## config.mk

```make
export PLATFORM = sky130hd
export DESIGN_NAME = uart_reg_arb_flat
export DESIGN_NICKNAME = d
export VERILOG_FILES = /design/src/rtl/uart_pkg.sv /design/src/rtl/uart_reg_arb_if.sv /design/src/rtl/uart_rr_pick.sv /design/src/rtl/uart_reg_arb.sv /design/src/flat_wrapper.sv
export SDC_FILE = /design/constraint.sdc
export NUM_CORES = 1
export LEC_CHECK = 0
export CORE_MARGIN = 3
export CORE_UTILIZATION = 38
export CTS_CLUSTER_SIZE = 40
export DETAILED_ROUTE_END_ITERATION = 10
export GPL_TIMING_DRIVEN = 0
export PLACE_DENSITY = 0.79
export SETUP_SLACK_MARGIN = 0.3
export SYNTH_ARGS = -nofsm -noshare
export SYNTH_HDL_FRONTEND = slang
export SYNTH_HIERARCHICAL = 1
export SYNTH_SLANG_ARGS = --single-unit
export TNS_END_PERCENT = 50
```

## constraint.sdc

```tcl
create_clock -name sclk -period 1.68 [get_ports sclk]
set_input_delay 0.168 -clock sclk [delete_from_list [all_inputs] [get_ports sclk]]
set_output_delay 0.168 -clock sclk [all_outputs]
set_load 0.1 [all_outputs]
```

## src/rtl/uart_pkg.sv

```systemverilog
// uart_pkg
//   Shared definitions for the UART register-port arbiter and its bench.
//   - arb_state_t : arbiter FSM state encoding
//   - UART_REG_*  : register addresses decoded by uart_top
package uart_pkg;

  typedef enum logic [1:0] {
    IDLE  = 2'd0,
    ISSUE = 2'd1,
    WAIT  = 2'd2,
    DONE  = 2'd3
  } arb_state_t;

  localparam logic [7:0] UART_REG_CTRL   = 8'h00;
  localparam logic [7:0] UART_REG_STAT   = 8'h04;
  localparam logic [7:0] UART_REG_BAUD   = 8'h08;
  localparam logic [7:0] UART_REG_IER    = 8'h0C;
  localparam logic [7:0] UART_REG_RXDATA = 8'h10;
  localparam logic [7:0] UART_REG_TXDATA = 8'h14;

endpackage

```

## src/rtl/uart_reg_arb_if.sv

```systemverilog
// uart_reg_arb_if
//   Bundles both requester ports (m0 = CPU, m1 = DMA/test engine) and the
//   register-access side towards uart_top.
//   Per requester: req, we, lock, addr[7:0], wdata[31:0] -> ack, rdata[31:0]
//   Register side: reg_addr_o[7:0], reg_wdata_o[31:0], reg_wr_o, reg_rd_o,
//                  reg_rdata_i[31:0]; status: busy_o
//   slave  : the arbiter's view
//   master : the view of the bus masters / register file model
interface uart_reg_arb_if;
  logic        m0_req;
  logic        m0_we;
  logic        m0_lock;
  logic [7:0]  m0_addr;
  logic [31:0] m0_wdata;
  logic        m0_ack;
  logic [31:0] m0_rdata;

  logic        m1_req;
  logic        m1_we;
  logic        m1_lock;
  logic [7:0]  m1_addr;
  logic [31:0] m1_wdata;
  logic        m1_ack;
  logic [31:0] m1_rdata;

  logic [7:0]  reg_addr_o;
  logic [31:0] reg_wdata_o;
  logic        reg_wr_o;
  logic        reg_rd_o;
  logic [31:0] reg_rdata_i;
  logic        busy_o;

  modport slave (
    input  m0_req, m0_we, m0_lock, m0_addr, m0_wdata,
    output m0_ack, m0_rdata,
    input  m1_req, m1_we, m1_lock, m1_addr, m1_wdata,
    output m1_ack, m1_rdata,
    output reg_addr_o, reg_wdata_o, reg_wr_o, reg_rd_o,
    input  reg_rdata_i,
    output busy_o
  );

  modport master (
    output m0_req, m0_we, m0_lock, m0_addr, m0_wdata,
    input  m0_ack, m0_rdata,
    output m1_req, m1_we, m1_lock, m1_addr, m1_wdata,
    input  m1_ack, m1_rdata,
    input  reg_addr_o, reg_wdata_o, reg_wr_o, reg_rd_o,
    output reg_rdata_i,
    input  busy_o
  );
endinterface

```

## src/rtl/uart_rr_pick.sv

```systemverilog
// uart_rr_pick
//   Combinational 2-way round-robin picker with lock override.
//   req[1:0]     in   request per port
//   last_grant   in   port granted most recently
//   lock_valid   in   a locked burst is active
//   locked_port  in   owner of the active burst
//   burst_cnt    in   transfers already done in the burst
//   valid        out  at least one request present
//   winner       out  selected port
module uart_rr_pick #(
  parameter int MAX_BURST = 4
) (
  input  logic [1:0] req,
  input  logic       last_grant,
  input  logic       lock_valid,
  input  logic       locked_port,
  input  logic [3:0] burst_cnt,
  output logic       valid,
  output logic       winner
);
  localparam logic [3:0] BURST_MAX = 4'(MAX_BURST);

  always_comb begin
    valid  = |req;
    winner = 1'b0;
    if (lock_valid && req[locked_port] && (burst_cnt < BURST_MAX)) begin
      winner = locked_port;
    end else if (req == 2'b11) begin
      winner = ~last_grant;
    end else begin
      // single requester (or none): port 1 only when it is the one asking
      winner = req[1];
    end
  end
endmodule

```

## src/rtl/uart_reg_arb.sv

```systemverilog
// uart_reg_arb
//   Arbitrates the CPU (m0) and DMA/test engine (m1) onto the single UART
//   register-access port; one transfer in flight, round robin with locked
//   bursts. All outputs registered.
//   sclk  in  system clock
//   rstn  in  async active-low reset
//   bus   slave modport of uart_reg_arb_if (requesters + register side)
//
//   state | meaning
//   IDLE  | sample requests, pick winner, latch its transfer
//   ISSUE | address/data on reg_*, one wr or rd strobe
//   WAIT  | read latency countdown, capture reg_rdata_i on terminal count
//   DONE  | ack pulse to winner, update round-robin and burst state
module uart_reg_arb
  import uart_pkg::*;
#(
  parameter int RD_LAT    = 1,
  parameter int MAX_BURST = 4
) (
  input  logic sclk,
  input  logic rstn,
  uart_reg_arb_if.slave bus
);
  localparam logic [2:0] WAIT_LOAD = 3'(RD_LAT - 1);
  localparam logic [3:0] BURST_MAX = 4'(MAX_BURST);

  arb_state_t  state, state_nxt;

  logic        pick_valid, pick_port;
  logic        win_port, win_we, win_lock;
  logic        last_grant, lock_valid, locked_port;
  logic [3:0]  burst_cnt, burst_nxt;
  logic [2:0]  wait_cnt;

  logic        sel_we, sel_lock;
  logic [7:0]  sel_addr;
  logic [31:0] sel_wdata;
  logic        wait_tc, ack_set;

  uart_rr_pick #(.MAX_BURST(MAX_BURST)) u_pick (
    .req         ({bus.m1_req, bus.m0_req}),
    .last_grant  (last_grant),
    .lock_valid  (lock_valid),
    .locked_port (locked_port),
    .burst_cnt   (burst_cnt),
    .valid       (pick_valid),
    .winner      (pick_port)
  );

  always_comb begin
    sel_we    = pick_port ? bus.m1_we    : bus.m0_we;
    sel_lock  = pick_port ? bus.m1_lock  : bus.m0_lock;
    sel_addr  = pick_port ? bus.m1_addr  : bus.m0_addr;
    sel_wdata = pick_port ? bus.m1_wdata : bus.m0_wdata;
    wait_tc   = (state == WAIT) && (wait_cnt == 3'd0);
    // ack register is loaded on the transition into DONE
    ack_set   = ((state == ISSUE) && win_we) || wait_tc;
    burst_nxt = burst_cnt + 4'd1;
  end

  always_ff @(posedge sclk or negedge rstn) begin
    if (!rstn) state <= IDLE;
    else       state <= state_nxt;
  end

  always_comb begin
    state_nxt = state;
    case (state)
      IDLE:    if (pick_valid) state_nxt = ISSUE;
      ISSUE:   state_nxt = win_we ? DONE : WAIT;
      WAIT:    if (wait_cnt == 3'd0) state_nxt = DONE;
      DONE:    state_nxt = IDLE;
      default: state_nxt = IDLE;
    endcase
  end

  always_ff @(posedge sclk or negedge rstn) begin
    if (!rstn) begin
      win_port        <= 1'b0;
      win_we          <= 1'b0;
      win_lock        <= 1'b0;
      last_grant      <= 1'b1;
      lock_valid      <= 1'b0;
      locked_port     <= 1'b0;
      burst_cnt       <= 4'd0;
      wait_cnt        <= 3'd0;
      bus.m0_ack      <= 1'b0;
      bus.m1_ack      <= 1'b0;
      bus.m0_rdata    <= 32'd0;
      bus.m1_rdata    <= 32'd0;
      bus.reg_addr_o  <= 8'd0;
      bus.reg_wdata_o <= 32'd0;
      bus.reg_wr_o    <= 1'b0;
      bus.reg_rd_o    <= 1'b0;
      bus.busy_o      <= 1'b0;
    end else begin
      bus.m0_ack   <= ack_set & ~win_port;
      bus.m1_ack   <= ack_set &  win_port;
      bus.busy_o   <= (state_nxt != IDLE);
      bus.reg_wr_o <= 1'b0;
      bus.reg_rd_o <= 1'b0;

      case (state)
        IDLE: begin
          if (pick_valid) begin
            win_port        <= pick_port;
            win_we          <= sel_we;
            win_lock        <= sel_lock;
            bus.reg_addr_o  <= sel_addr;
            bus.reg_wdata_o <= sel_wdata;
            bus.reg_wr_o    <= sel_we;
            bus.reg_rd_o    <= ~sel_we;
          end
        end
        ISSUE: wait_cnt <= WAIT_LOAD;
        WAIT: begin
          if (wait_cnt == 3'd0) begin
            if (win_port) bus.m1_rdata <= bus.reg_rdata_i;
            else          bus.m0_rdata <= bus.reg_rdata_i;
          end else begin
            wait_cnt <= wait_cnt - 3'd1;
          end
        end
        DONE: begin
          last_grant <= win_port;
          if (win_lock) begin
            // burst that has used its quota hands off on the next tie
            if (burst_nxt >= BURST_MAX) begin
              lock_valid <= 1'b0;
              burst_cnt  <= 4'd0;
            end else begin
              lock_valid  <= 1'b1;
              locked_port <= win_port;
              burst_cnt   <= burst_nxt;
            end
          end else begin
            lock_valid <= 1'b0;
            burst_cnt  <= 4'd0;
          end
        end
        default: ;
      endcase
    end
  end
endmodule

```

## src/flat_wrapper.sv

```systemverilog
// flat-port wrapper written by rule: the top's interface ports become plain ports
module uart_reg_arb_flat import uart_pkg::*;
#(
  parameter int RD_LAT    = 1,
  parameter int MAX_BURST = 4
)
  (sclk, rstn, bus_m0_req, bus_m0_we, bus_m0_lock, bus_m0_addr, bus_m0_wdata, bus_m0_ack, bus_m0_rdata, bus_m1_req, bus_m1_we, bus_m1_lock, bus_m1_addr, bus_m1_wdata, bus_m1_ack, bus_m1_rdata, bus_reg_addr_o, bus_reg_wdata_o, bus_reg_wr_o, bus_reg_rd_o, bus_reg_rdata_i, bus_busy_o);
  uart_reg_arb_if bus_i ();
  input  logic sclk;
  input  logic rstn;
  input wire logic [$bits(bus_i.m0_req)-1:0] bus_m0_req;
  input wire logic [$bits(bus_i.m0_we)-1:0] bus_m0_we;
  input wire logic [$bits(bus_i.m0_lock)-1:0] bus_m0_lock;
  input wire logic [$bits(bus_i.m0_addr)-1:0] bus_m0_addr;
  input wire logic [$bits(bus_i.m0_wdata)-1:0] bus_m0_wdata;
  output wire logic [$bits(bus_i.m0_ack)-1:0] bus_m0_ack;
  output wire logic [$bits(bus_i.m0_rdata)-1:0] bus_m0_rdata;
  input wire logic [$bits(bus_i.m1_req)-1:0] bus_m1_req;
  input wire logic [$bits(bus_i.m1_we)-1:0] bus_m1_we;
  input wire logic [$bits(bus_i.m1_lock)-1:0] bus_m1_lock;
  input wire logic [$bits(bus_i.m1_addr)-1:0] bus_m1_addr;
  input wire logic [$bits(bus_i.m1_wdata)-1:0] bus_m1_wdata;
  output wire logic [$bits(bus_i.m1_ack)-1:0] bus_m1_ack;
  output wire logic [$bits(bus_i.m1_rdata)-1:0] bus_m1_rdata;
  output wire logic [$bits(bus_i.reg_addr_o)-1:0] bus_reg_addr_o;
  output wire logic [$bits(bus_i.reg_wdata_o)-1:0] bus_reg_wdata_o;
  output wire logic [$bits(bus_i.reg_wr_o)-1:0] bus_reg_wr_o;
  output wire logic [$bits(bus_i.reg_rd_o)-1:0] bus_reg_rd_o;
  input wire logic [$bits(bus_i.reg_rdata_i)-1:0] bus_reg_rdata_i;
  output wire logic [$bits(bus_i.busy_o)-1:0] bus_busy_o;
  assign bus_i.m0_req = bus_m0_req;
  assign bus_i.m0_we = bus_m0_we;
  assign bus_i.m0_lock = bus_m0_lock;
  assign bus_i.m0_addr = bus_m0_addr;
  assign bus_i.m0_wdata = bus_m0_wdata;
  assign bus_m0_ack = bus_i.m0_ack;
  assign bus_m0_rdata = bus_i.m0_rdata;
  assign bus_i.m1_req = bus_m1_req;
  assign bus_i.m1_we = bus_m1_we;
  assign bus_i.m1_lock = bus_m1_lock;
  assign bus_i.m1_addr = bus_m1_addr;
  assign bus_i.m1_wdata = bus_m1_wdata;
  assign bus_m1_ack = bus_i.m1_ack;
  assign bus_m1_rdata = bus_i.m1_rdata;
  assign bus_reg_addr_o = bus_i.reg_addr_o;
  assign bus_reg_wdata_o = bus_i.reg_wdata_o;
  assign bus_reg_wr_o = bus_i.reg_wr_o;
  assign bus_reg_rd_o = bus_i.reg_rd_o;
  assign bus_i.reg_rdata_i = bus_reg_rdata_i;
  assign bus_busy_o = bus_i.busy_o;
  uart_reg_arb #(.RD_LAT(RD_LAT), .MAX_BURST(MAX_BURST)) u_core (.sclk(sclk), .rstn(rstn), .bus(bus_i));
endmodule
```

==> qor.txt <==
CLOCKING
--------------------------------------------------------------------------------
Clock Tree Buf Depth                                                           2
Clock tree from TritonCTS                                                   done
Sink Count                                                                   124
Number of buffers inserted during clock tree synthesis                        17
CTS clock-pin slew for the worst setup and hold paths                    0.05 ns
Clock latency at the later pin of the worst-skew pair                    0.41 ns
H-tree level count                                                             4
Clock tree root buffer cell                                            clkbuf_16

LOGIC SYNTHESIS
--------------------------------------------------------------------------------
Share of the yosys chip area belonging to registers                        58.3%
Cells after synthesis                                                        394
Top cells by area, synth                                            dfrtp_1, mux2_4, mux2i_1
Synthesized netlist net count                                                521
Yosys warnings                                                                 6
Most area-hungry cell type in the Yosys netlist                          dfrtp_1
Share of the synthesized area in the top cell type                         57.8%
Average instance area after synthesis                                   13.5 um2
Register bit count reported by yosys                                         124
Cell area after synthesis                                               5330 um2
Number of different library cells in the post-synthesis netlist               33

SETUP PATH
--------------------------------------------------------------------------------
Delay-heaviest family, CP                                             flip-flops
Critical path fanouts, max                                                     6
CP endpoint kind                                                            flop
Launching instance or port of the critical path                     u_core/burst_cnt[2]
Worst path bufs/invs                                                           2
Critical path data arrival time                                          2.07 ns
CP peak stage delay                                                      0.39 ns
Type of origin of the critical path                                         flop
R2R Path Start                                                      u_core/burst_cnt[2]
Worst-path cell chain                                               nor3b_2 > mux2i_1 > a21boi_2 > buf_6 > clkbuf_16 > mux2i_1 > o21ai_1
Most Frequent Cell on Critical Path                                      mux2i_1
Slowest stage cell, crit path                                            dfrtp_1
Setup Crit Path Kind                                                     reg2reg
Worst EP required                                                        1.97 ns

DIE
--------------------------------------------------------------------------------
Starting utilization of the core area                                      39.6%
Placeable core area                                                    13500 um2
Die extent in x                                                           124 um
Number of ports placed on the die boundary                                   229
DIE AREA                                                               15500 um2
Core Rows                                                                     42
Vertical die dimension                                                    124 um

DRT
--------------------------------------------------------------------------------
Detailed-route wire length per cell                                      18.0 um
DR iter-0 viols                                                              183
TritonRoute pass-1 iters                                                       4
Total routed wirelength                                                  15.3 mm
Vias post-DR                                                                4115
DRC Markers                                                                    0
Via-per-instance ratio                                                      4.84
Count of antenna-violating nets left after detailed routing                    0

PLACED DESIGN
--------------------------------------------------------------------------------
Final weighted congestion in routability-driven placement                  0.764
Cell count after placement                                                   799
HPWL Detailed                                                            10.8 mm
Number of port buffers                                                       228
Cell Area, Placed                                                       7930 um2

STA
--------------------------------------------------------------------------------
Crit share post-route                                                       106%
Count of final setup violators                                                68
Clock period minus worst slack                                           1.78 ns
PnR worst setup slack                                                  -0.104 ns
Clock Skew                                                            0.00582 ns
Least-Margin Pin Slew                                                   0.510 ns
Pins over their slew limit                                                     0
Max_slew headroom                                                          66.2%
Fin. Hold Viols                                                                0
Achievable frequency                                                     561 MHz
RSZ-0062 raised after global routing                                        true
Worst Hold Margin                                                       0.252 ns

WORST HOLD PATH
--------------------------------------------------------------------------------
Worst min path class                                                    in2async

FINISH
--------------------------------------------------------------------------------
Layout cells sized above 1                                                 40.7%
Area growth from synthesis to layout                                       63.0%
Fin area                                                                8680 um2
Antenna cell count                                                             0
Finished Layout Cells                                                        850
Number of nets in the layout                                                 788
Fraction of the core area covered by cells at the end of the flow          64.6%

RUN STATUS
--------------------------------------------------------------------------------
Run status                                                          complete, but fails checks
Violations in the final reports                                     negative setup slack

RUN
--------------------------------------------------------------------------------
Max-capacitance violation count                                                0

GLOBAL ROUTE
--------------------------------------------------------------------------------
Maximum number of pins on one net before global-route repair                  81
First-pass GRT wire length                                               23.5 mm
Total global-route track usage                                             19.1%
Total grt overflow                                                             0
Antenna violations before repair                                               0
Via count of the first global-routing pass                                  4540

-- layout make-up --
type                       instances  area, um2
buffer                            22        279
clock buffer                      20        467
clock inverter                    12        168
fill                            1026       4770
inverter                          10       37.5
multi-input combinational        238       2170
sequential                       124       3100
tap                              176        220
timing repair buffer             248       2240
-- worst register-to-register path: stages (launching register included) --
cell	delay (ns)
dfrtp_1	0.39
nor3b_2	0.23
mux2i_1	0.12
a21boi_2	0.21
buf_6	0.21
clkbuf_16	0.17
mux2i_1	0.24
o21ai_1	0.08
-- path summary, 6_finish.rpt --
kind	endpoint	slack, ns	cells after the start
min in group sclk	u_core/bus.reg_wdata_o[11]	0.37	3
worst min-delay path	u_core/bus.m0_rdata[2]	0.25	2
worst min register to register	u_core/bus.reg_wdata_o[24]	0.47	2
worst max register to register	u_core/bus.reg_wdata_o[9]	-0.10	7
max in group asynchronous	u_core/wait_cnt[1]	0.71	3
worst max-delay path	u_core/bus.reg_wdata_o[9]	-0.10	7
-- Yosys cell counts --
| library cell | count |
|---|---|
| dfrtp_1 | 123 |
| nand2_1 | 46 |
| mux2i_1 | 44 |
| o21ai_0 | 44 |
| mux2_2 | 34 |
| mux2_4 | 32 |
| inv_1 | 10 |
| clkbuf_1 | 7 |
| ha_1 | 7 |
| buf_4 | 6 |
| nor2_1 | 6 |
| a22o_1 | 4 |
| buf_6 | 4 |
| and2_1 | 3 |
| buf_2 | 3 |
| clkbuf_8 | 2 |
| nor2b_1 | 2 |
| xnor2_1 | 2 |
| a211oi_1 | 1 |
| a21boi_1 | 1 |
| a31oi_1 | 1 |
| and2b_1 | 1 |
| and4_1 | 1 |
| dfstp_2 | 1 |
| nand3_4 | 1 |
| nand3b_4 | 1 |
| nand4_1 | 1 |
| nor3b_1 | 1 |
| nor3b_2 | 1 |
| o2111ai_2 | 1 |
| o21bai_1 | 1 |
| o22ai_1 | 1 |
| or2_2 | 1 |
-- layer usage --
layer  vias to the layer above  routed length (um)  track usage [%]
met3                        33                1120             7.29
met4                         0                 404             7.41
met2                       199                7820             32.5
li1                       1904                   -                -
met5                         -                   0                0
met1                      1979                5930             21.8
-- stage by stage --
stage / TNS [ns] / setup WS, ns
3_5_place_dp: -9.33 / -0.241
3_3_place_gp: -527.71 / -4.22
5_1_grt: -8.38 / -0.169
2_1_floorplan: 0 / 0.0865
6_report: -2.81 / -0.104
4_1_cts: -1.72 / -0.0672
-- logic make-up after synthesis --
kind of cell / after synthesis / synth area share (%)
flip-flops: 124 / 58.3
multiplexers: 110 / 24.5
AND/OR/NAND/NOR: 65 / 5.87
AO/OA/AOI/OAI: 54 / 5.73
buffers and inverters: 32 / 3.69
adder cells (fa/ha/maj): 7 / 1.64
XOR/XNOR: 2 / 0.329
-- timing repair --
action,in CTS,in global routing
endpoints found under the setup margin,225,168
gates resized for setup,626,92
pin swaps,8,8
buffers inserted,2,10
cloned,1,5
hold endpoints to repair,43,0
hold buffers,1,0
-- flip-flops by register name, indices dropped and copies added (netlist names) --
| signal | flops |
|---|---|
| u_core/bus.m0_rdata | 32 |
| u_core/bus.m1_rdata | 32 |
| u_core/bus.reg_wdata_o | 32 |
| u_core/bus.reg_addr_o | 8 |
| u_core/burst_cnt | 4 |
| u_core/wait_cnt | 3 |
| u_core/state | 2 |
| u_core/bus.busy_o | 1 |
| u_core/bus.m0_ack | 1 |
| u_core/bus.m1_ack | 1 |
| u_core/bus.reg_rd_o | 1 |
| u_core/bus.reg_wr_o | 1 |
| u_core/last_grant | 1 |
| u_core/lock_valid | 1 |
| u_core/locked_port | 1 |
| u_core/win_lock | 1 |
| u_core/win_port | 1 |
| u_core/win_we | 1 |
-- placed cells by master (no fill, tap or decap), drive strengths merged, types with 2 or more instances in the layout --
cell type,instances
clkbuf,80
dfrtp,123
buf,91
clkinv,5
xnor2,2
a22o,4
mux2,66
bufinv,4
nor2,6
and2,3
mux2i,44
nand2,46
o21ai,44
clkinvlp,3
nor2b,2
ha,7
clkdlybuf4s50,118
inv,10
nor3b,2
Power is left out: the tool's default activity adds up to more than one toggle a clock period on the data nets, which glitch-free logic cannot reach.
